==> src/rtl/fetch_buffered_if.sv <==
// fetch_buffered_if: groups the IMEM request bus, the redirect inputs and the
// ID-side queue handshake of the fetch front end.
// master = fetch unit side, slave = environment (IMEM, CSR/EXE, decode).
interface fetch_buffered_if #(
    parameter int unsigned XLEN = 32
);
    logic            imem_req_o;
    logic [XLEN-1:0] imem_addr_o;
    logic            imem_ack_i;
    logic [31:0]     imem_rdata_i;
    logic            imem_kill_o;

    logic            csr_redirect_i;
    logic [XLEN-1:0] csr_pc_i;
    logic            exe_redirect_i;
    logic [XLEN-1:0] exe_pc_i;

    logic            id_valid_o;
    logic            id_ready_i;
    logic [31:0]     id_instr_o;
    logic [XLEN-1:0] id_pc_o;
    logic [XLEN-1:0] id_pc_next_o;
    logic            id_exc_req_o;

    modport master (
        output imem_req_o, imem_addr_o, imem_kill_o,
        input  imem_ack_i, imem_rdata_i,
        input  csr_redirect_i, csr_pc_i, exe_redirect_i, exe_pc_i,
        output id_valid_o, id_instr_o, id_pc_o, id_pc_next_o, id_exc_req_o,
        input  id_ready_i
    );

    modport slave (
        input  imem_req_o, imem_addr_o, imem_kill_o,
        output imem_ack_i, imem_rdata_i,
        output csr_redirect_i, csr_pc_i, exe_redirect_i, exe_pc_i,
        input  id_valid_o, id_instr_o, id_pc_o, id_pc_next_o, id_exc_req_o,
        output id_ready_i
    );
endinterface

==> src/rtl/fetch_buffered.sv <==
// fetch_buffered: instruction-fetch front end with a DEPTH-entry prefetch
// queue. Generates the PC, keeps at most one IMEM request outstanding,
// buffers responses and hands them to decode over valid/ready.
// Optional feature macro: FETCH_JAL_PREDICT_EN (static JAL steering at fill).
module fetch_buffered #(
    parameter int unsigned     XLEN     = 32,
    parameter int unsigned     DEPTH    = 4,
    parameter logic [XLEN-1:0] PC_RESET = '0
) (
    input  logic             clk,
    input  logic             rst_n,
    fetch_buffered_if.master bus
);
    localparam int unsigned PW  = $clog2(DEPTH);
    localparam int unsigned CW  = PW + 1;
    localparam logic [31:0] NOP = 32'h0000_0013;

    typedef enum logic [1:0] {ST_RUN, ST_EXC, ST_HALT} state_t;

    typedef struct packed {
        logic [31:0]     instr;
        logic [XLEN-1:0] pc;
        logic [XLEN-1:0] pc_next;
        logic            exc;
    } entry_t;

    state_t          state_reg, state_next;
    logic [XLEN-1:0] fetch_pc_reg, fetch_pc_next;
    logic            pending_reg, pending_next;
    logic [PW-1:0]   wr_ptr_reg, rd_ptr_reg, rd_ptr_after_pop;
    logic [CW-1:0]   count_reg, count_after_pop;
    entry_t          mem [DEPTH];
    entry_t          head_reg;
    entry_t          push_entry;

    logic            redirect;
    logic [XLEN-1:0] redirect_pc;
    logic            has_space, aligned, pop;
    logic            issue, exc_push, req, ack_take, push;
    logic [XLEN-1:0] seq_pc, ack_target;
`ifdef FETCH_JAL_PREDICT_EN
    logic [20:0]     jal_imm;
    logic [XLEN-1:0] jal_target;
`endif

    // Redirect selection: CSR takes priority over EXE
    always_comb begin
        redirect    = bus.csr_redirect_i | bus.exe_redirect_i;
        redirect_pc = bus.csr_redirect_i ? bus.csr_pc_i : bus.exe_pc_i;
    end

    // Queue status and pop handshake
    always_comb begin
        has_space        = count_reg < CW'(DEPTH);
        aligned          = (fetch_pc_reg[1:0] == 2'b00);
        pop              = (count_reg != '0) && bus.id_ready_i;
        rd_ptr_after_pop = rd_ptr_reg + PW'(pop);
        count_after_pop  = count_reg - CW'(pop);
    end

    // Address following the current fetch: sequential, or JAL target if predicted
    always_comb begin
        seq_pc = fetch_pc_reg + XLEN'(4);
`ifdef FETCH_JAL_PREDICT_EN
        jal_imm    = {bus.imem_rdata_i[31], bus.imem_rdata_i[19:12], bus.imem_rdata_i[20],
                      bus.imem_rdata_i[30:21], 1'b0};
        jal_target = fetch_pc_reg + {{(XLEN-21){jal_imm[20]}}, jal_imm};
        ack_target = (bus.imem_rdata_i[6:0] == 7'b1101111) ? jal_target : seq_pc;
`else
        ack_target = seq_pc;
`endif
    end

    // FSM state register
    always_ff @(posedge clk) begin
        if (!rst_n) state_reg <= ST_RUN;
        else        state_reg <= state_next;
    end

    // FSM next state: misaligned PC parks the fetcher until a redirect
    always_comb begin
        state_next = state_reg;
        if (redirect) begin
            state_next = ST_RUN;
        end else begin
            case (state_reg)
                ST_RUN:  if (!aligned && !pending_reg) state_next = ST_EXC;
                ST_EXC:  if (has_space) state_next = ST_HALT;
                ST_HALT: state_next = ST_HALT;
                default: state_next = ST_RUN;
            endcase
        end
    end

    // FSM outputs: issue a request, or push the misaligned-exception marker.
    // An ack in the same cycle as a fresh issue counts as answering it.
    always_comb begin
        issue    = 1'b0;
        exc_push = 1'b0;
        if (rst_n && !redirect) begin
            case (state_reg)
                ST_RUN:  issue    = !pending_reg && aligned && has_space;
                ST_EXC:  exc_push = has_space;
                default: ;
            endcase
        end
        req      = rst_n && !redirect && (pending_reg || issue);
        ack_take = req && bus.imem_ack_i;
        push     = ack_take || exc_push;
    end

    // Entry written on a push: fetched word, or a NOP carrying the exception
    always_comb begin
        if (ack_take) begin
            push_entry = '{instr: bus.imem_rdata_i, pc: fetch_pc_reg,
                           pc_next: ack_target, exc: 1'b0};
        end else begin
            push_entry = '{instr: NOP, pc: fetch_pc_reg,
                           pc_next: fetch_pc_reg, exc: 1'b1};
        end
    end

    // Fetch PC and outstanding-request flag next values
    always_comb begin
        fetch_pc_next = fetch_pc_reg;
        pending_next  = pending_reg;
        if (redirect) begin
            fetch_pc_next = redirect_pc;
            pending_next  = 1'b0;
        end else begin
            if (ack_take) fetch_pc_next = ack_target;
            pending_next = req && !ack_take;
        end
    end

    // Fetch PC and pending flag registers
    always_ff @(posedge clk) begin
        if (!rst_n) begin
            fetch_pc_reg <= PC_RESET;
            pending_reg  <= 1'b0;
        end else begin
            fetch_pc_reg <= fetch_pc_next;
            pending_reg  <= pending_next;
        end
    end

    // Queue pointers and occupancy; a redirect flushes everything
    always_ff @(posedge clk) begin
        if (!rst_n || redirect) begin
            wr_ptr_reg <= '0;
            rd_ptr_reg <= '0;
            count_reg  <= '0;
        end else begin
            if (push) wr_ptr_reg <= wr_ptr_reg + PW'(1);
            rd_ptr_reg <= rd_ptr_after_pop;
            count_reg  <= count_after_pop + CW'(push);
        end
    end

    // Queue storage write port (no reset so it maps onto RAM)
    always_ff @(posedge clk) begin
        if (push) mem[wr_ptr_reg] <= push_entry;
    end

    // Registered head read; a push into an otherwise empty queue is forwarded
    always_ff @(posedge clk) begin
        if (!rst_n) begin
            head_reg <= '{instr: NOP, pc: '0, pc_next: '0, exc: 1'b0};
        end else if (!redirect) begin
            if (push && count_after_pop == '0) head_reg <= push_entry;
            else if (count_after_pop != '0)    head_reg <= mem[rd_ptr_after_pop];
        end
    end

    assign bus.imem_req_o   = req;
    assign bus.imem_addr_o  = fetch_pc_reg;
    assign bus.imem_kill_o  = redirect;
    assign bus.id_valid_o   = (count_reg != '0);
    assign bus.id_instr_o   = head_reg.instr;
    assign bus.id_pc_o      = head_reg.pc;
    assign bus.id_pc_next_o = head_reg.pc_next;
    assign bus.id_exc_req_o = head_reg.exc;
endmodule

==> src/flat_wrapper.sv <==
// flat-port wrapper written by rule: the top's interface ports become plain ports
module fetch_buffered_flat 
#(
    parameter int unsigned     XLEN     = 32,
    parameter int unsigned     DEPTH    = 4,
    parameter logic [XLEN-1:0] PC_RESET = '0
)
  (clk, rst_n, bus_imem_req_o, bus_imem_addr_o, bus_imem_kill_o, bus_imem_ack_i, bus_imem_rdata_i, bus_csr_redirect_i, bus_csr_pc_i, bus_exe_redirect_i, bus_exe_pc_i, bus_id_valid_o, bus_id_instr_o, bus_id_pc_o, bus_id_pc_next_o, bus_id_exc_req_o, bus_id_ready_i);
  fetch_buffered_if #(.XLEN(XLEN)) bus_i ();
  input  logic clk;
  input  logic rst_n;
  output wire logic [$bits(bus_i.imem_req_o)-1:0] bus_imem_req_o;
  output wire logic [$bits(bus_i.imem_addr_o)-1:0] bus_imem_addr_o;
  output wire logic [$bits(bus_i.imem_kill_o)-1:0] bus_imem_kill_o;
  input wire logic [$bits(bus_i.imem_ack_i)-1:0] bus_imem_ack_i;
  input wire logic [$bits(bus_i.imem_rdata_i)-1:0] bus_imem_rdata_i;
  input wire logic [$bits(bus_i.csr_redirect_i)-1:0] bus_csr_redirect_i;
  input wire logic [$bits(bus_i.csr_pc_i)-1:0] bus_csr_pc_i;
  input wire logic [$bits(bus_i.exe_redirect_i)-1:0] bus_exe_redirect_i;
  input wire logic [$bits(bus_i.exe_pc_i)-1:0] bus_exe_pc_i;
  output wire logic [$bits(bus_i.id_valid_o)-1:0] bus_id_valid_o;
  output wire logic [$bits(bus_i.id_instr_o)-1:0] bus_id_instr_o;
  output wire logic [$bits(bus_i.id_pc_o)-1:0] bus_id_pc_o;
  output wire logic [$bits(bus_i.id_pc_next_o)-1:0] bus_id_pc_next_o;
  output wire logic [$bits(bus_i.id_exc_req_o)-1:0] bus_id_exc_req_o;
  input wire logic [$bits(bus_i.id_ready_i)-1:0] bus_id_ready_i;
  assign bus_imem_req_o = bus_i.imem_req_o;
  assign bus_imem_addr_o = bus_i.imem_addr_o;
  assign bus_imem_kill_o = bus_i.imem_kill_o;
  assign bus_i.imem_ack_i = bus_imem_ack_i;
  assign bus_i.imem_rdata_i = bus_imem_rdata_i;
  assign bus_i.csr_redirect_i = bus_csr_redirect_i;
  assign bus_i.csr_pc_i = bus_csr_pc_i;
  assign bus_i.exe_redirect_i = bus_exe_redirect_i;
  assign bus_i.exe_pc_i = bus_exe_pc_i;
  assign bus_id_valid_o = bus_i.id_valid_o;
  assign bus_id_instr_o = bus_i.id_instr_o;
  assign bus_id_pc_o = bus_i.id_pc_o;
  assign bus_id_pc_next_o = bus_i.id_pc_next_o;
  assign bus_id_exc_req_o = bus_i.id_exc_req_o;
  assign bus_i.id_ready_i = bus_id_ready_i;
  fetch_buffered #(.XLEN(XLEN), .DEPTH(DEPTH), .PC_RESET(PC_RESET)) u_core (.clk(clk), .rst_n(rst_n), .bus(bus_i));
endmodule
==> config.mk <==
export PLATFORM = sky130hd
export DESIGN_NAME = fetch_buffered_flat
export DESIGN_NICKNAME = d
export VERILOG_FILES = /design/src/rtl/fetch_buffered_if.sv /design/src/rtl/fetch_buffered.sv /design/src/flat_wrapper.sv
export SDC_FILE = /design/constraint.sdc
export NUM_CORES = 1
export LEC_CHECK = 0
export CORE_MARGIN = 2
export CORE_UTILIZATION = 25
export DETAILED_ROUTE_END_ITERATION = 10
export PLACE_DENSITY_LB_ADDON = 0.3
export SYNTH_ARGS = -nofsm -noshare
export SYNTH_HDL_FRONTEND = slang
export SYNTH_SLANG_ARGS = --single-unit
==> constraint.sdc <==
create_clock -name clk -period 11.3 [get_ports clk]
set_input_delay 2.26 -clock clk [delete_from_list [all_inputs] [get_ports clk]]
set_output_delay 2.26 -clock clk [all_outputs]
set_load 0.05 [all_outputs]
==> flow_summary.html, run 1 <==
<table>
<tr><th>Metric</th><th>Value</th></tr>
<tr><th colspan="2">Outcome</th></tr>
<tr><td>Run status</td><td>completed</td></tr>
<tr><th colspan="2">Clocking</th></tr>
<tr><td>Clock latency at the later pin of the worst-skew pair</td><td>640 ps</td></tr>
<tr><td>Post-CTS Hold Fix Bufs</td><td>0</td></tr>
<tr><td>Number of levels the H-tree was split into</td><td>2</td></tr>
<tr><td>Clock sink count</td><td>around 520</td></tr>
<tr><td>Clk root buf</td><td>clkbuf_16</td></tr>
<tr><td>Buffers from clock root to sink, at most</td><td>3</td></tr>
<tr><td>CTS-repair resized insts</td><td>0</td></tr>
<tr><td>CTS tree</td><td>done</td></tr>
<tr><td>Clock-pin slew reported for the worst setup and hold paths after clock tree synthesis</td><td>60 ps</td></tr>
<tr><td>Post-CTS setup buffer count</td><td>0</td></tr>
<tr><td>Total clock buffers created by CTS</td><td>56</td></tr>
<tr><th colspan="2">Timing</th></tr>
<tr><td>Final hold violation count</td><td>0</td></tr>
<tr><td>Setup repair after global routing missed its margin</td><td>no</td></tr>
<tr><td>Setup_tns</td><td>0 ps</td></tr>
<tr><td>Post-layout minimum cycle time</td><td>7070 ps</td></tr>
<tr><td>Final Setup Violations</td><td>0</td></tr>
<tr><td>Final Max Tran Viols</td><td>0</td></tr>
<tr><td>Remaining max-slew budget at the tightest pin</td><td>16.8%</td></tr>
<tr><td>Largest clock skew in the final design</td><td>~55 ps</td></tr>
<tr><td>Share of the clock period used by the worst path after layout</td><td>62.6%</td></tr>
<tr><td>Timing-limited maximum frequency</td><td>0.141 GHz</td></tr>
<tr><td>Slew at the pin closest to its max-slew limit</td><td>1250 ps</td></tr>
<tr><th colspan="2">Job</th></tr>
<tr><td>Max-cap check violation count</td><td>0</td></tr>
<tr><th colspan="2">Logic synthesis</th></tr>
<tr><td>Synth async-reset ratio</td><td>0%</td></tr>
<tr><td>Prevailing post-synth register cell</td><td>edfxtp_1</td></tr>
<tr><td>Sequential area share after synthesis</td><td>68.3%</td></tr>
<tr><td>Compound-Gate Fraction of Synth Area</td><td>8.80%</td></tr>
<tr><td>Flip-flop and latch count after synthesis</td><td>517</td></tr>
<tr><td>EDFF count, synth</td><td>380</td></tr>
<tr><td>Adder and majority cell fraction of the synthesized area</td><td>0.785%</td></tr>
<tr><td>Synthesized area per cell</td><td>14.8 um^2</td></tr>
<tr><td>YS warnings</td><td>0</td></tr>
<tr><td>Number of different library cells in the post-synthesis netlist</td><td>56</td></tr>
<tr><td>Simple logic cell fraction of the synthesized area</td><td>under 10%</td></tr>
<tr><td>Share of the synthesized netlist area taken by xor and xnor gates</td><td>1.39%</td></tr>
<tr><td>Post-synth net total</td><td>1514</td></tr>
<tr><td>Syn Inst Count</td><td>1399</td></tr>
<tr><td>Largest family of logic cells by synthesized area</td><td>multiplexers</td></tr>
<tr><td>Mux cell area share after synthesis</td><td>10.5%</td></tr>
<tr><td>Cell area after synthesis</td><td>just over 20000 um^2</td></tr>
<tr><th colspan="2">Drt</th></tr>
<tr><td>Routed metal-1 wirelength</td><td>27800 um</td></tr>
<tr><td>Count of TritonRoute iterations in the first routing pass</td><td>8</td></tr>
<tr><td>Topmost layer with routed signal wires</td><td>met5</td></tr>
<tr><td>Length of routed met3 wiring</td><td>between 3000 and 4000 um</td></tr>
<tr><td>Drt total wl</td><td>~64000 um</td></tr>
<tr><td>Wire per inst</td><td>23.5 um</td></tr>
<tr><td>Met2 routed WL</td><td>between 30000 and 40000 um</td></tr>
<tr><td>Via Count</td><td>12900</td></tr>
<tr><td>Residual DRC</td><td>0</td></tr>
<tr><td>Vias per inst</td><td>4.78</td></tr>
<tr><td>Antenna violation net count after detailed routing</td><td>0</td></tr>
<tr><td>Number of DRC markers in iteration 0</td><td>1144</td></tr>
<tr><th colspan="2">Layout</th></tr>
<tr><td>Largest Register</td><td>u_core.mem</td></tr>
<tr><td>Syn-to-layout area delta</td><td>25.5%</td></tr>
<tr><td>Fraction of layout instances using a drive strength above 1</td><td>14.5%</td></tr>
<tr><td>Final Util</td><td>31.7%</td></tr>
<tr><td>Max reg flops</td><td>380</td></tr>
<tr><td>Filler cell count</td><td>8033</td></tr>
<tr><td>Layout net count</td><td>1703</td></tr>
<tr><th colspan="2">Floorplanning</th></tr>
<tr><td>Core box area</td><td>~82000 um^2</td></tr>
<tr><td>Area enclosed by the die boundary</td><td>about 85000 um^2</td></tr>
<tr><td>Number of primary I/O pins</td><td>234</td></tr>
<tr><td>Height of the die</td><td>between 200 and 300 um</td></tr>
<tr><td>Core Rows</td><td>about 110</td></tr>
<tr><td>Width of the chip</td><td>slightly below 300 um</td></tr>
<tr><td>Effective utilization at floorplan</td><td>approximately 25%</td></tr>
<tr><th colspan="2">Setup path</th></tr>
<tr><td>Crit path launch type</td><td>primary input</td></tr>
<tr><td>Kind of critical path</td><td>primary input to output pin</td></tr>
<tr><td>Capturing element type of the critical path</td><td>output pin</td></tr>
<tr><td>Highest fanout seen on the critical path</td><td>19</td></tr>
<tr><td>Worst endpoint required time</td><td>9040 ps</td></tr>
<tr><td>CP Data Arrival Time</td><td>around 4800 ps</td></tr>
<tr><th colspan="2">Power</th></tr>
<tr><td>Power density over the cells</td><td>roughly 170 nW/um^2</td></tr>
<tr><td>Leak Pwr</td><td>8.69 nW</td></tr>
<tr><td>Max rail drop VDD</td><td>0.109 mV</td></tr>
<tr><th colspan="2">Global routing</th></tr>
<tr><td>Global-route wire length before repair</td><td>approximately 93000 um</td></tr>
<tr><td>Maximum number of pins on one net before global-route repair</td><td>76</td></tr>
<tr><td>Number of antenna violations at the first check in global routing</td><td>3</td></tr>
<tr><td>Overall track demand over capacity in global routing</td><td>14.8%</td></tr>
<tr><td>Via count of the first global-routing pass</td><td>13500</td></tr>
<tr><td>Remaining global-route overflow</td><td>0</td></tr>
<tr><th colspan="2">Place</th></tr>
<tr><td>Routability-driven placement congestion ratio</td><td>a little under 0.8</td></tr>
<tr><td>Number of buffer cells added on primary ports</td><td>233</td></tr>
<tr><td>Hpwl dp</td><td>39200 um</td></tr>
<tr><th colspan="2">Worst hold path</th></tr>
<tr><td>Tightest Hold Check Type</td><td>register to register</td></tr>
</table>
==> logic make-up (layout without fill, tap and decap cells) <==
kind of cell    count (synthesis)  after routing
other cells                     0              1
buf+inv                       157            394
simple gates                  276            276
compound gates                305            305
xor+xnor                       32             32
flops                         517            517
mux                            99             99
fa+ha+maj                      13             13
==> metal layers <==
layer	global-route usage (%)	up-vias
met2	24.4	386
met1	19.7	6725
met5	0	-
li1	-	5741
met4	4.50	2
met3	2.69	82
==> Yosys cell counts, types with 3 or more instances <==
master    count  area share [%]
edfxtp_1    380              55
or3_1         3           0.091
mux4_2       95              10
nand4_1      20            0.60
buf_2        22            0.53
o21ai_1       5            0.12
nand2b_1      7            0.21
nand3_1      11            0.27
dfxtp_1     137              13
a21oi_1     113             2.7
nor2_1       68             1.2
a221oi_1     29             1.2
xnor2_1      20            0.84
o22ai_1      10            0.30
xor2_1       11            0.46
clkbuf_1     64             1.2
nor4_2        3            0.18
and4_1        4            0.17
and3_1        6            0.18
a222oi_1     13            0.63
ha_1         13            0.78
nand2_1      89             1.6
buf_4        37             1.3
inv_1        24            0.43
and2_1       43             1.3
nor3_1       12            0.29
o211ai_1      9            0.33
mux2i_1       4            0.19
buf_1         8            0.14
o21ai_0      91             2.2
a31oi_1      14            0.42
==> layout by cell type (no fill, tap or decap), drive strengths merged, types with 29 or more instances in the layout <==
cell,instances
inv,30
nand2,89
buf,30
a221oi,29
clkdlybuf4s50,232
a21oi,115
and2,43
o21ai,97
dfxtp,137
nor2,68
edfxtp,380
mux4,95
clkbuf,69
==> through the flow <==
step	power (mW)	instance area, um^2	instances	hold slack (ps)	worst slack [ps]
floorplan	2.30	20700	1399	478	5650
global placement	2.45	24000	2600	448	4270
detailed placement	2.46	24000	2600	447	4250
CTS	4.41	26000	2706	456	4230
global route	4.50	26000	2706	492	4080
finish	4.36	26000	2707	453	4230
==> cell type report <==
type | count | area, um^2 | share of cell area (%)
Antenna cell | 1 | 2.50 | 0.00962
Clock buffer | 69 | 1490 | 5.73
Clock inverter | 37 | 483 | 1.86
Inverter | 26 | 97.6 | 0.375
Multi-Input combinational cell | 725 | 5890 | 22.6
Sequential cell | 517 | 14200 | 54.4
Tap cell | 1070 | 1340 | 5.15
Timing Repair Buffer | 262 | 2560 | 9.84
==> final timing paths <==
| path | from | end | slack, ps | cells after the start |
|---|---|---|---|---|
| worst max-delay path | bus_exe_redirect_i | bus_imem_kill_o | 4230 | 5 |
| worst min-delay path | u_core.bus.id_exc_req_o | u_core.bus.id_exc_req_o | 450 | 2 |
| worst max register to register | u_core.count_reg[2] | u_core.bus.id_instr_o[9] | 7040 | 9 |
| worst min register to register | u_core.bus.id_exc_req_o | u_core.bus.id_exc_req_o | 450 | 2 |
==> critical path, stage by stage <==
cell and delay [ps]:
clkdlybuf4s50_1 890, nor2_1 150, buf_4 260, inv_1 300
clkdlybuf4s50_1 940
==> power breakdown <==
group | total [mW] | switching (mW) | internal (mW)
sequential | 2.09 | 0.0304 | 2.06
clock | 1.95 | 0.798 | 1.15
combinational | 0.320 | 0.212 | 0.108
No activity file was read; power rests on OpenSTA's default activity.
==> inputs of run 2 (changes only) <==
clock period = 5.7 ns   (was 11.3 ns; I/O delays follow)
==> flow_summary.html, run 2 (synthesized netlist as in run 1, its figures left out) <==
<table>
<tr><th>Metric</th><th>Value</th></tr>
<tr><th colspan="2">Clocking</th></tr>
<tr><td>CTS tree</td><td>done</td></tr>
<tr><td>CTS-repair resized insts</td><td>0 (unchanged)</td></tr>
<tr><td>Total clock buffers created by CTS</td><td>53 (-5.4%)</td></tr>
<tr><td>Post-CTS setup buffer count</td><td>0 (unchanged)</td></tr>
<tr><td>Clock latency at the later pin of the worst-skew pair</td><td>610 ps (-30 ps)</td></tr>
<tr><td>Post-CTS Hold Fix Bufs</td><td>0 (unchanged)</td></tr>
<tr><td>Clock sink count</td><td>517 (unchanged)</td></tr>
<tr><td>Clk root buf</td><td>clkbuf_16</td></tr>
<tr><td>Buffers from clock root to sink, at most</td><td>3 (unchanged)</td></tr>
<tr><td>Number of levels the H-tree was split into</td><td>2 (unchanged)</td></tr>
<tr><td>Clock-pin slew reported for the worst setup and hold paths after clock tree synthesis</td><td>70 ps (about the same)</td></tr>
<tr><th colspan="2">Timing</th></tr>
<tr><td>Worst-case hold slack</td><td>457 ps (+4.32 ps)</td></tr>
<tr><td>Share of the clock period used by the worst path after layout</td><td>roughly three quarters</td></tr>
<tr><td>Setup_tns</td><td>0 ps (unchanged)</td></tr>
<tr><td>Final Setup Violations</td><td>0 (unchanged)</td></tr>
<tr><td>Timing-limited maximum frequency</td><td>0.230 GHz</td></tr>
<tr><td>Final hold violation count</td><td>0 (unchanged)</td></tr>
<tr><td>Slew at the pin closest to its max-slew limit</td><td>996 ps (-250 ps)</td></tr>
<tr><td>Remaining max-slew budget at the tightest pin</td><td>33.1% (+16 points)</td></tr>
<tr><td>Post-layout minimum cycle time</td><td>4340 ps</td></tr>
<tr><td>Largest clock skew in the final design</td><td>41.3 ps (-13.4 ps)</td></tr>
<tr><td>Setup repair after global routing missed its margin</td><td>no</td></tr>
<tr><td>Final Max Tran Viols</td><td>0 (unchanged)</td></tr>
<tr><td>Setup slack after layout</td><td>1360 ps (-2870 ps)</td></tr>
<tr><th colspan="2">Setup path</th></tr>
<tr><td>Highest fanout seen on the critical path</td><td>17 (-2)</td></tr>
<tr><td>Crit path launch type</td><td>primary input</td></tr>
<tr><td>Capturing element type of the critical path</td><td>output pin</td></tr>
<tr><td>CP Data Arrival Time</td><td>3200 ps (-1610 ps)</td></tr>
<tr><td>Kind of critical path</td><td>primary input to output pin</td></tr>
<tr><td>Worst setup slack for register-to-register paths</td><td>2090 ps (-4950 ps)</td></tr>
<tr><td>Worst endpoint required time</td><td>4560 ps (-4480 ps)</td></tr>
<tr><th colspan="2">Place</th></tr>
<tr><td>Hpwl dp</td><td>41000 um (+4.5%)</td></tr>
<tr><td>Pre-CTS setup slack</td><td>1120 ps (-3130 ps)</td></tr>
<tr><td>Routability-driven placement congestion ratio</td><td>0.789 (+2.1%)</td></tr>
<tr><td>Number of buffer cells added on primary ports</td><td>233 (unchanged)</td></tr>
<tr><th colspan="2">Drt</th></tr>
<tr><td>Wire per inst</td><td>23.3 um (-1.1%)</td></tr>
<tr><td>Via Count</td><td>12900 (-0.054%)</td></tr>
<tr><td>Vias per inst</td><td>4.77 (about the same)</td></tr>
<tr><td>Number of DRC markers in iteration 0</td><td>1196 (+4.5%)</td></tr>
<tr><td>Drt total wl</td><td>63000 um (-1.1%)</td></tr>
<tr><td>Residual DRC</td><td>0 (unchanged)</td></tr>
<tr><td>Count of TritonRoute iterations in the first routing pass</td><td>8 (unchanged)</td></tr>
<tr><td>Antenna violation net count after detailed routing</td><td>0 (unchanged)</td></tr>
<tr><th colspan="2">Floorplanning</th></tr>
<tr><td>Core Rows</td><td>105 (unchanged)</td></tr>
<tr><td>Number of primary I/O pins</td><td>234 (unchanged)</td></tr>
<tr><td>Width of the chip</td><td>292 um (unchanged)</td></tr>
<tr><td>Effective utilization at floorplan</td><td>25.3% (unchanged)</td></tr>
<tr><td>Area enclosed by the die boundary</td><td>85300 um^2 (unchanged)</td></tr>
<tr><td>Height of the die</td><td>292 um (unchanged)</td></tr>
<tr><td>Core box area</td><td>82100 um^2 (unchanged)</td></tr>
<tr><th colspan="2">Power</th></tr>
<tr><td>Leak Pwr</td><td>8.66 nW (-0.30%)</td></tr>
<tr><td>Power density over the cells</td><td>322 nW/um^2 (+92%)</td></tr>
<tr><td>Max rail drop VDD</td><td>0.208 mV (+91%)</td></tr>
<tr><th colspan="2">Layout</th></tr>
<tr><td>Commonest non-fill, non-tap cell in the layout</td><td>edfxtp_1</td></tr>
<tr><td>Syn-to-layout area delta</td><td>25.2%</td></tr>
<tr><td>Largest Register</td><td>u_core.mem</td></tr>
<tr><td>Layout net count</td><td>1706 (+0.18%)</td></tr>
<tr><td>Max reg flops</td><td>380 (unchanged)</td></tr>
<tr><td>Fraction of layout instances using a drive strength above 1</td><td>14.4% (-0.18 points)</td></tr>
<tr><td>Top library cells by usage in the layout, fill and taps aside</td><td>edfxtp_1, clkdlybuf4s50_1, dfxtp_1</td></tr>
<tr><th colspan="2">Global routing</th></tr>
<tr><td>Maximum number of pins on one net before global-route repair</td><td>70 (-7.9%)</td></tr>
<tr><td>Via count of the first global-routing pass</td><td>13500 (-0.19%)</td></tr>
<tr><td>Global-route wire length before repair</td><td>91700 um (-1.3%)</td></tr>
<tr><td>Met2 global-route usage</td><td>24.0% (-0.41 points)</td></tr>
<tr><td>Met3 capacity usage during global routing</td><td>2.88% (+0.18 points)</td></tr>
<tr><td>Remaining global-route overflow</td><td>0 (unchanged)</td></tr>
<tr><td>Overall track demand over capacity in global routing</td><td>14.5% (-0.29 points)</td></tr>
<tr><td>Global-route met1 utilization</td><td>18.9% (-0.79 points)</td></tr>
<tr><td>Number of antenna violations at the first check in global routing</td><td>4 (+1)</td></tr>
<tr><td>Busiest layer in global routing</td><td>met2</td></tr>
<tr><th colspan="2">Outcome</th></tr>
<tr><td>Run status</td><td>completed</td></tr>
<tr><th colspan="2">Worst hold path</th></tr>
<tr><td>Tightest Hold Check Type</td><td>register to register</td></tr>
<tr><th colspan="2">Job</th></tr>
<tr><td>Max-cap check violation count</td><td>0 (unchanged)</td></tr>
</table>
run 2: cell types whose count changed in the layout (fill, tap and decap cells not counted), sizes merged, moves of 2 or more:
cell,before,now
clkdlybuf4s50,232,230
clkinv,21,14
buf,30,38
bufinv,9,6
clkinvlp,3,1
clkbuf,69,76
run 2: worst paths after layout:
check / startpoint / endpoint / cells after the start
worst max-delay path: bus_exe_redirect_i / bus_imem_req_o / 5
worst min-delay path: u_core.bus.id_exc_req_o / u_core.bus.id_exc_req_o / 2
worst max register to register: u_core.count_reg[2] / u_core.bus.id_pc_next_o[21] / 11
worst min register to register: u_core.bus.id_exc_req_o / u_core.bus.id_exc_req_o / 2
run 2: metal layers:
layer  vias up  part of all wire [%]
li1       5758                     -
met1      6636                    42
met2       439                    48
met3        94                   6.6
met4         2                   3.1
met5         -                 0.021
run 2: layout make-up:
class | instances | area [um^2]
diodes | 2 | 5.00
inverters | 26 | 97.6
repair buffers | 268 | 2680
multi-input cells | 725 | 5890
well taps | 1070 | 1340
clock buffers | 76 | 1490
fillers | 8033 | 56100
flip-flops and latches | 517 | 14200
clock inverters | 24 | 312
run 2: critical path: stages:
cell and delay [ps]:
clkdlybuf4s50_1 800, nor2_1 310, nand2_1 290, nor2_1 460, buf_12 200
run 2: power breakdown:
part	leakage (nW)	internal (mW)	switching, mW	total (mW)
Sequential	4.78	4.09	0.0891	4.18
Combinational	3.00	0.210	0.390	0.600
Clock	0.880	2.11	1.48	3.58
run 2: metrics by stage:
stage / total power, mW / instances / instance area (um^2) / util [%]
after floorplan: 4.57 / 1399 / 20700 / -
after global placement: 4.86 / 2606 / 24200 / 29.4
after detailed placement: 4.86 / 2606 / 24200 / 29.4
after CTS: 8.46 / 2706 / 26000 / 31.6
after global routing: 8.63 / 2707 / 26000 / 31.6
final: 8.36 / 2708 / 26000 / 31.6
==> inputs of run 3 (changes only) <==
clock period = 4.14 ns   (was 5.7 ns; I/O delays follow)
==> flow_summary.html, run 3 (synthesized netlist as in run 1, its figures left out) <==
<table>
<tr><th>Metric</th><th>Value</th></tr>
<tr><th colspan="2">Clocking</th></tr>
<tr><td>Number of levels the H-tree was split into</td><td>2 (unchanged)</td></tr>
<tr><td>Clock sink count</td><td>517 (unchanged)</td></tr>
<tr><td>Post-CTS Hold Fix Bufs</td><td>0 (unchanged)</td></tr>
<tr><td>CTS-repair resized insts</td><td>0 (unchanged)</td></tr>
<tr><td>Total clock buffers created by CTS</td><td>54 (+1.9%)</td></tr>
<tr><td>Post-CTS setup buffer count</td><td>0 (unchanged)</td></tr>
<tr><td>Clock latency at the later pin of the worst-skew pair</td><td>650 ps (+40 ps)</td></tr>
<tr><td>Buffers from clock root to sink, at most</td><td>3 (unchanged)</td></tr>
<tr><td>CTS tree</td><td>done</td></tr>
<tr><td>Clock-pin slew reported for the worst setup and hold paths after clock tree synthesis</td><td>60 ps (about the same)</td></tr>
<tr><td>Clk root buf</td><td>clkbuf_16</td></tr>
<tr><th colspan="2">Timing</th></tr>
<tr><td>Setup repair after global routing missed its margin</td><td>no</td></tr>
<tr><td>Slew at the pin closest to its max-slew limit</td><td>954 ps (-41.7 ps)</td></tr>
<tr><td>Worst-case hold slack</td><td>458 ps (+0.679 ps)</td></tr>
<tr><td>Remaining max-slew budget at the tightest pin</td><td>35.9% (+2.8 points)</td></tr>
<tr><td>Final Max Tran Viols</td><td>0 (unchanged)</td></tr>
<tr><td>Largest clock skew in the final design</td><td>69.3 ps (+27.9 ps)</td></tr>
<tr><td>Setup_tns</td><td>0 ps (unchanged)</td></tr>
<tr><td>Share of the clock period used by the worst path after layout</td><td>about four fifths</td></tr>
<tr><td>Final hold violation count</td><td>0 (unchanged)</td></tr>
<tr><td>Final Setup Violations</td><td>0 (unchanged)</td></tr>
<tr><td>Timing-limited maximum frequency</td><td>slightly below 0.3 GHz</td></tr>
<tr><td>Post-layout minimum cycle time</td><td>3380 ps</td></tr>
<tr><th colspan="2">Setup path</th></tr>
<tr><td>Capturing element type of the critical path</td><td>output pin</td></tr>
<tr><td>Worst endpoint required time</td><td>3310 ps (-1250 ps)</td></tr>
<tr><td>Highest fanout seen on the critical path</td><td>7 (-10)</td></tr>
<tr><td>CP Data Arrival Time</td><td>2550 ps (-650 ps)</td></tr>
<tr><td>Kind of critical path</td><td>primary input to output pin</td></tr>
<tr><td>Worst setup slack for register-to-register paths</td><td>870 ps (-1220 ps)</td></tr>
<tr><td>Crit path launch type</td><td>primary input</td></tr>
<tr><th colspan="2">Layout</th></tr>
<tr><td>Max reg flops</td><td>380 (unchanged)</td></tr>
<tr><td>Top library cells by usage in the layout, fill and taps aside</td><td>edfxtp_1, clkdlybuf4s50_1, dfxtp_1</td></tr>
<tr><td>Fraction of layout instances using a drive strength above 1</td><td>15.7% (+1.4 points)</td></tr>
<tr><td>Largest Register</td><td>u_core.mem</td></tr>
<tr><td>Syn-to-layout area delta</td><td>26.8%</td></tr>
<tr><td>Number of antenna repair diodes</td><td>0 (-2)</td></tr>
<tr><td>Commonest non-fill, non-tap cell in the layout</td><td>edfxtp_1</td></tr>
<tr><td>Seq. cell area</td><td>14200 um^2 (unchanged)</td></tr>
<tr><td>Layout net count</td><td>1735 (+1.7%)</td></tr>
<tr><td>Filler cell count</td><td>7987 (-0.57%)</td></tr>
<tr><td>Footprint of the multi-input gates</td><td>5890 um^2 (unchanged)</td></tr>
<tr><th colspan="2">Power</th></tr>
<tr><td>Leak Pwr</td><td>8.83 nW (+1.9%)</td></tr>
<tr><td>Max rail drop VDD</td><td>0.333 mV (+61%)</td></tr>
<tr><td>Power density over the cells</td><td>437 nW/um^2 (+36%)</td></tr>
<tr><th colspan="2">Floorplanning</th></tr>
<tr><td>Core Rows</td><td>105 (unchanged)</td></tr>
<tr><td>Effective utilization at floorplan</td><td>25.3% (unchanged)</td></tr>
<tr><td>Number of primary I/O pins</td><td>234 (unchanged)</td></tr>
<tr><td>Height of the die</td><td>292 um (unchanged)</td></tr>
<tr><td>Width of the chip</td><td>292 um (unchanged)</td></tr>
<tr><td>Core box area</td><td>82100 um^2 (unchanged)</td></tr>
<tr><td>Area enclosed by the die boundary</td><td>85300 um^2 (unchanged)</td></tr>
<tr><th colspan="2">Worst hold path</th></tr>
<tr><td>Tightest Hold Check Type</td><td>register to register</td></tr>
<tr><th colspan="2">Drt</th></tr>
<tr><td>Number of DRC markers in iteration 0</td><td>1202 (+0.50%)</td></tr>
<tr><td>Wire per inst</td><td>22.9 um (-1.7%)</td></tr>
<tr><td>Via Count</td><td>13000 (+0.78%)</td></tr>
<tr><td>Antenna violation net count after detailed routing</td><td>0 (unchanged)</td></tr>
<tr><td>Vias per inst</td><td>4.76 (-0.25%)</td></tr>
<tr><td>Drt total wl</td><td>62600 um (-0.69%)</td></tr>
<tr><td>Residual DRC</td><td>0 (unchanged)</td></tr>
<tr><td>Count of TritonRoute iterations in the first routing pass</td><td>6 (-2)</td></tr>
<tr><th colspan="2">Global routing</th></tr>
<tr><td>Via count of the first global-routing pass</td><td>13400 (-0.25%)</td></tr>
<tr><td>Number of antenna violations at the first check in global routing</td><td>1 (-3)</td></tr>
<tr><td>Maximum number of pins on one net before global-route repair</td><td>73 (+4.3%)</td></tr>
<tr><td>Overall track demand over capacity in global routing</td><td>14.4% (-0.056 points)</td></tr>
<tr><td>Remaining global-route overflow</td><td>0 (unchanged)</td></tr>
<tr><td>Global-route wire length before repair</td><td>91400 um (-0.31%)</td></tr>
<tr><th colspan="2">Outcome</th></tr>
<tr><td>Run status</td><td>completed</td></tr>
<tr><th colspan="2">Place</th></tr>
<tr><td>Hpwl dp</td><td>40900 um (-0.12%)</td></tr>
<tr><td>Number of buffer cells added on primary ports</td><td>233 (unchanged)</td></tr>
<tr><td>Routability-driven placement congestion ratio</td><td>0.784 (-0.62%)</td></tr>
<tr><th colspan="2">Job</th></tr>
<tr><td>Max-cap check violation count</td><td>0 (unchanged)</td></tr>
</table>
==> run 3: final cells by class <==
class,instances,share of cell area (%)
multi-input combinational,725,22.4
clock buffer,73,5.64
timing repair buffer,296,11.5
sequential,517,53.8
clock inverter,29,1.15
inverter,26,0.371
tap,1070,5.09
==> run 3: per-stage QoR <==
step           instance area, um^2  power, mW  utilization (%)  cells  worst slack (ps)
2_1_floorplan                20700       6.29                -   1399               977
3_3_place_gp                 24500       6.72             29.9   2634               359
3_5_place_dp                 24500       6.72             29.9   2634               324
4_1_cts                      26300       11.6             32.0   2736               759
5_1_grt                      26300       11.9             32.0   2736               644
6_report                     26300       11.5             32.0   2736               757
==> run 3: path summary, 6_finish.rpt <==
check,startpoint,end,cells past startpoint
hold / removal,u_core.bus.id_exc_req_o,u_core.bus.id_exc_req_o,2
setup / recovery,bus_exe_redirect_i,bus_imem_req_o,5
setup reg to reg,u_core.count_reg[2],u_core.bus.id_pc_next_o[31],11
hold reg to reg,u_core.bus.id_exc_req_o,u_core.bus.id_exc_req_o,2
==> run 3: critical path, cell delays in order <==
cell	delay (ps)
clkdlybuf4s50_1	570
nor2_1	280
nand2_1	240
nor2_1	430
buf_12	200
==> run 3: routing by layer <==
layer / routed length [um] / global-route usage [%]
met1: 26600 / 19.0
met2: 29400 / 23.3
met5: 0 / 0
met4: 2020 / 4.94
met3: 4500 / 3.36
==> run 3: power breakdown <==
part / leakage [nW] / total, mW / internal, mW / switching, mW
clock: 0.862 / 4.88 / 2.78 / 2.10
combinational: 3.18 / 0.888 / 0.314 / 0.574
sequential: 4.78 / 5.72 / 5.63 / 0.0912
total: 8.83 / 11.5 / 8.73 / 2.77
